## src/rtl/pipelined_rdca.sv

```systemverilog
// Pipelined recursive-doubling carry adder (KGP prefix), valid/ready handshake.
// One operand set per cycle; the last doubling level is folded into the output stage.
module pipelined_rdca #(
   parameter int unsigned WIDTH = 64,
   parameter int unsigned LOG2W = $clog2(WIDTH)
) (
   input  logic             clk,
   input  logic             rst,
   input  logic             in_valid,
   output logic             in_ready,
   input  logic [WIDTH-1:0] a,
   input  logic [WIDTH-1:0] b,
   input  logic             c_input,
   input  logic             sub,
   output logic             out_valid,
   input  logic             out_ready,
   output logic [WIDTH-1:0] sum,
   output logic             carry,
   output logic             overflow,
   output logic             zero
);

   localparam logic [1:0] Kill = 2'b00;
   localparam logic [1:0] Prop = 2'b01;
   localparam logic [1:0] Gen  = 2'b10;

   // One doubling level: a propagate at j inherits the value at j-d.
   function automatic logic [2*WIDTH-1:0] combine(input logic [2*WIDTH-1:0] k,
                                                  input int unsigned d);
      logic [2*WIDTH-1:0] r;
      r = k;
      for (int unsigned j = d; j < WIDTH; j++) begin
         if (k[2*j +: 2] == Prop) r[2*j +: 2] = k[2*(j-d) +: 2];
      end
      return r;
   endfunction

   logic               en;
   logic [WIDTH-1:0]   bp;
   logic               cin0;
   logic [2*WIDTH-1:0] kgp0;

   logic [2*WIDTH-1:0] kgp_q [LOG2W];
   logic [WIDTH-1:0]   a_q   [LOG2W];
   logic [WIDTH-1:0]   bp_q  [LOG2W];
   logic               cin_q [LOG2W];
   logic               sub_q [LOG2W];
   logic               vld_q [LOG2W];

   logic               out_valid_q;
   logic [WIDTH-1:0]   sum_q, sum_d;
   logic               carry_q, carry_d;
   logic               ovf_q, ovf_d;
   logic               zero_q, zero_d;
   logic [2*WIDTH-1:0] kfin;
   logic [WIDTH:0]     c;

   assign en       = !out_valid_q || out_ready;
   assign in_ready = en;

   assign bp   = sub ? ~b : b;
   assign cin0 = sub | c_input;

   // Bit 0 absorbs the carry-in, so it is never propagate.
   always_comb begin
      kgp0 = '0;
      for (int i = 0; i < int'(WIDTH); i++) begin
         if (i == 0) begin
            kgp0[1:0] = ((a[0] & bp[0]) | ((a[0] ^ bp[0]) & cin0)) ? Gen : Kill;
         end else if (a[i] & bp[i]) begin
            kgp0[2*i +: 2] = Gen;
         end else if (a[i] ^ bp[i]) begin
            kgp0[2*i +: 2] = Prop;
         end else begin
            kgp0[2*i +: 2] = Kill;
         end
      end
   end

   always_ff @(posedge clk) begin
      if (en) begin
         kgp_q[0] <= kgp0;
         a_q[0]   <= a;
         bp_q[0]  <= bp;
         cin_q[0] <= c_input;
         sub_q[0] <= sub;
         for (int unsigned l = 1; l < LOG2W; l++) begin
            kgp_q[l] <= combine(kgp_q[l-1], 32'd1 << (l - 1));
            a_q[l]   <= a_q[l-1];
            bp_q[l]  <= bp_q[l-1];
            cin_q[l] <= cin_q[l-1];
            sub_q[l] <= sub_q[l-1];
         end
      end
   end

   always_comb begin
      kfin = combine(kgp_q[LOG2W-1], WIDTH / 2);
      c    = '0;
      c[0] = sub_q[LOG2W-1] | cin_q[LOG2W-1];
      for (int i = 0; i < int'(WIDTH); i++) begin
         c[i+1] = (kfin[2*i +: 2] == Gen);
      end
      sum_d   = a_q[LOG2W-1] ^ bp_q[LOG2W-1] ^ c[WIDTH-1:0];
      carry_d = c[WIDTH];
      ovf_d   = (a_q[LOG2W-1][WIDTH-1] == bp_q[LOG2W-1][WIDTH-1]) &&
                (sum_d[WIDTH-1] != a_q[LOG2W-1][WIDTH-1]);
      zero_d  = (sum_d == '0);
   end

   always_ff @(posedge clk) begin
      if (rst) begin
         for (int unsigned l = 0; l < LOG2W; l++) vld_q[l] <= 1'b0;
         out_valid_q <= 1'b0;
         sum_q       <= '0;
         carry_q     <= 1'b0;
         ovf_q       <= 1'b0;
         zero_q      <= 1'b0;
      end else if (en) begin
         vld_q[0] <= in_valid;
         for (int unsigned l = 1; l < LOG2W; l++) vld_q[l] <= vld_q[l-1];
         out_valid_q <= vld_q[LOG2W-1];
         sum_q       <= sum_d;
         carry_q     <= carry_d;
         ovf_q       <= ovf_d;
         zero_q      <= zero_d;
      end
   end

   assign out_valid = out_valid_q;
   assign sum       = sum_q;
   assign carry     = carry_q;
   assign overflow  = ovf_q;
   assign zero      = zero_q;

endmodule

```

## config.mk

```make
export PLATFORM = sky130hd
export DESIGN_NAME = pipelined_rdca
export DESIGN_NICKNAME = d
export VERILOG_FILES = /design/src/rtl/pipelined_rdca.sv
export SDC_FILE = /design/constraint.sdc
export NUM_CORES = 2
export LEC_CHECK = 0
export ABC_AREA = 1
export CORE_UTILIZATION = 55
export CTS_BUF_LIST = sky130_fd_sc_hd__clkbuf_8 sky130_fd_sc_hd__clkbuf_16
export CTS_CLUSTER_DIAMETER = 30
export DETAILED_ROUTE_END_ITERATION = 8
export HOLD_SLACK_MARGIN = 0.03
export PLACE_DENSITY = 0.73
export SKIP_LAST_GASP = 1
export SLEW_MARGIN = 5
export SYNTH_ARGS = -nofsm -noshare
export SYNTH_HDL_FRONTEND = slang
export SYNTH_SLANG_ARGS = --single-unit
```

## constraint.sdc

```tcl
create_clock -name clk -period 29.9 [get_ports clk]
set_clock_uncertainty 0.1 [all_clocks]
set_input_delay 7.475 -clock clk [delete_from_list [all_inputs] [get_ports clk]]
set_output_delay 7.475 -clock clk [all_outputs]
set_load 0.05 [all_outputs]
```

==> results.md <==
- Final wirelength: 117 mm
- Cts hold-fix bufs: 0
- Filler cells: 6768
- Fin crit period: 17.01 ns
- Starting Density: 0.554
- GRT Residual Overflow: 0
- Clock power frac: 0.467
- DP Cell Count: 5663
- Cell depth of the worst setup path: 4
- Comb power frac: 0.085
- Setup slack, reg-to-reg: 25.88 ns
- Largest net degree at the start of global routing: 200
- Worst EP required: 22.33 ns
- Leakage power: 0.0299 uW
- Setup_tns: 0 ns
- Core area: 0.107 sq mm
- Hold Violations, Final: 0
- Via count: 31500
- Slew headroom: 0.238
- CTS tree: done
- Worst stage delay on the critical path: 0.94 ns
- Post-synth EDFFs: 1548
- Hold Startpoint: bp_q[0][22]
- Final net count: 4740
- CP top delay family: buffers and inverters
- Gpl congestion: 0.881
- Area leader, netlist: edfxtp_1
- Actual slew at the worst max-slew pin: 1.14 ns
- Max frequency: 0.0588 GHz
- Syn avg cell area: 14.6 sq um
- Bufs and invs on worst path: 3
- Ant. Diodes: 0
- Sw Share: 0.240
- Reg2reg end: kgp_q[3][58]
- Syn Std Cell Area: 0.0593 sq mm
- Crit path DAT: 9.43 ns
- Ys async rst share: 0
- Num CTS Buffers: 280
- DR WL/cell: 19.1 um
- Ys Warns: 0
- Crit path launch type: input port
- Layout cell share with drive strength beyond 1: 0.111
- Top-count cell post-synth: edfxtp_1
- I/O pins: 203
- CTS H-tree lvls: 5
- Net Count, Synth: 4262
- Post-synthesis sequential area ratio: 0.807
- Most used cell, CP: clkdlybuf4s50_1
- Status: finished clean
- Register share of total power: 0.448
- Peak supply drop: 51.3 uV
- Top cells by area, synth: edfxtp_1, inv_1, nand2_1, o21ai_0, dfxtp_1
- Tightest Hold Check Type: register to register
- Die H: 330 um
- Detailed Place HPWL: 76.4 mm
- R2r startpoint: out_valid
- Pwr dens: 90.5 mW/mm^2
- Commonest cells in the netlist: edfxtp_1, inv_1, nand2_1
- Die Footprint: 0.109 sq mm
- Crit path cell chain: clkdlybuf4s50_1, inv_1, nand2_8, clkdlybuf4s50_1
- Ys flop type: edfxtp_1
- RSZ-0062 raised after global routing: false
- TritonRoute pass-1 iters: 8
- Max Cap Viol: 0
- Sink Count: 1616
- Clk_lat worst skew: 0.84 ns
- Internal power: 4960 uW
- Post-detailed-route count of antenna-violating nets: 0
- Fin crit share: 0.569
- Die Width: 330 um
- Root Buffer: clkbuf_16
- Finished Layout Cells: 6151
- Hold Crit Endpoint: bp_q[1][22]
- GR Util met2: 0.362
- Maximum clock path buffer count: 4
- Hold path depth: 0
- DRC viols: 0
- 1st-iter DRT viols: 3386
- Most Used Layer, Global Route: met2
- Post-synth top area share: 0.784
- First-pass GRT wire length: 175 mm
- Reg2reg path depth: 4
- Post-CTS resize count: 0
- Area grow syn2layout: 21.9%
- #FFs+latches synth: 1616
- CP Class: input port to output port
- Port bufs: 202
- NetSw: 1570 uW
- Met1 Use GR: 0.277
- Initial antenna violation count: 4
- Core Rows: 120
- Setup crit end kind: output port
- Overall Global Routing Usage: 0.217
- Cells after Synth: 4064
- GRT met3 Usage: 0.0521
- Post-CTS setup buffer count: 0
- Cell at the slowest stage of the critical path: clkdlybuf4s50_1
- Slew Viols, Final: 0
- CP max FO: 61
- Final setup fails: 0
- Vias in the first global route: 31600
- Clock transition at the registers of the reported paths: 0.05 ns
- Detail-routed via count per cell: 5.11
- Netlist cell types: 30
## layout by cell type (no fill, tap or decap), types with 65 or more instances in the layout
cell type and instances:
edfxtp_1 1548, inv_1 873, nand2_1 502, o21ai_0 290, clkbuf_16 283, a21oi_1 253
clkdlybuf4s50_1 201, nor2_1 192, nand3_1 72, dfxtp_1 68, xor2_1 65
## state kept, by name (all words and copies together) (netlist names)
signal / flops
kgp_q: 762
a_q: 384
bp_q: 384
sum: 64
cin_q: 6
sub_q: 6
vld_q: 6
carry: 1
out_valid: 1
overflow: 1
zero: 1
## through the flow
step / utilization / total power (uW) / area (sq um) / setup slack, ns / hold slack, ns
floorplan: - / 3250 / 59300 / 4.46 / 0.300
global placement: 0.590 / 3470 / 63100 / 12.88 / 0.300
detailed placement: 0.590 / 3510 / 63100 / 12.88 / 0.305
CTS: 0.676 / 6570 / 72200 / 12.87 / 0.262
global route: 0.676 / 6750 / 72200 / 12.80 / 0.274
finish: 0.676 / 6530 / 72200 / 12.89 / 0.272
## logic make-up (layout without fill, tap and decap cells)
| family | Yosys count | after routing | synth area share |
|---|---|---|---|
| xor+xnor | 79 | 79 | 0.0117 |
| compound gates | 599 | 599 | 0.0533 |
| buf+inv | 893 | 1577 | 0.0574 |
| fa+ha+maj | 64 | 64 | 0.0135 |
| flops | 1616 | 1616 | 0.807 |
| simple gates | 813 | 813 | 0.0568 |
## area by class of cell
class	count	area [sq um]	share of cell area
Timing Repair Buffer	217	2180	0.0302
Inverter	872	3270	0.0453
Clock buffer	293	7220	0.100
Sequential cell	1616	47800	0.663
Tap cell	1403	1760	0.0243
Multi-Input combinational cell	1555	8030	0.111
Clock inverter	195	1910	0.0265
## worst reg2reg max path, cell delays in order, from the launching register on
cell,delay (ns)
dfxtp_1,0.36
nand2_8,0.44
buf_12,0.68
buf_12,0.96
buf_4,1.03
## power by group through the flow
stage / combinational (uW) / sequential [uW] / clock, uW
floorplan: 266 / 2980 / 0
global placement: 522 / 2950 / 0
detailed placement: 541 / 2970 / 0
CTS: 555 / 2930 / 3090
global route: 606 / 2950 / 3190
finish: 553 / 2930 / 3050
## metal layers
layer	vias up	part of all wire
met3	217	0.081
met1	15100	0.39
li1	14900	-
met5	-	0
met4	0	0.028
met2	1186	0.50
## how the worst max path moves through the flow
stage                   start  endpoint
floorplan           out_ready  in_ready
global placement    out_ready  in_ready
detailed placement  out_ready  in_ready
CTS                 out_ready  in_ready
global route        out_ready  in_ready
finish              out_ready  in_ready
Power figures use the tool's default switching activity.
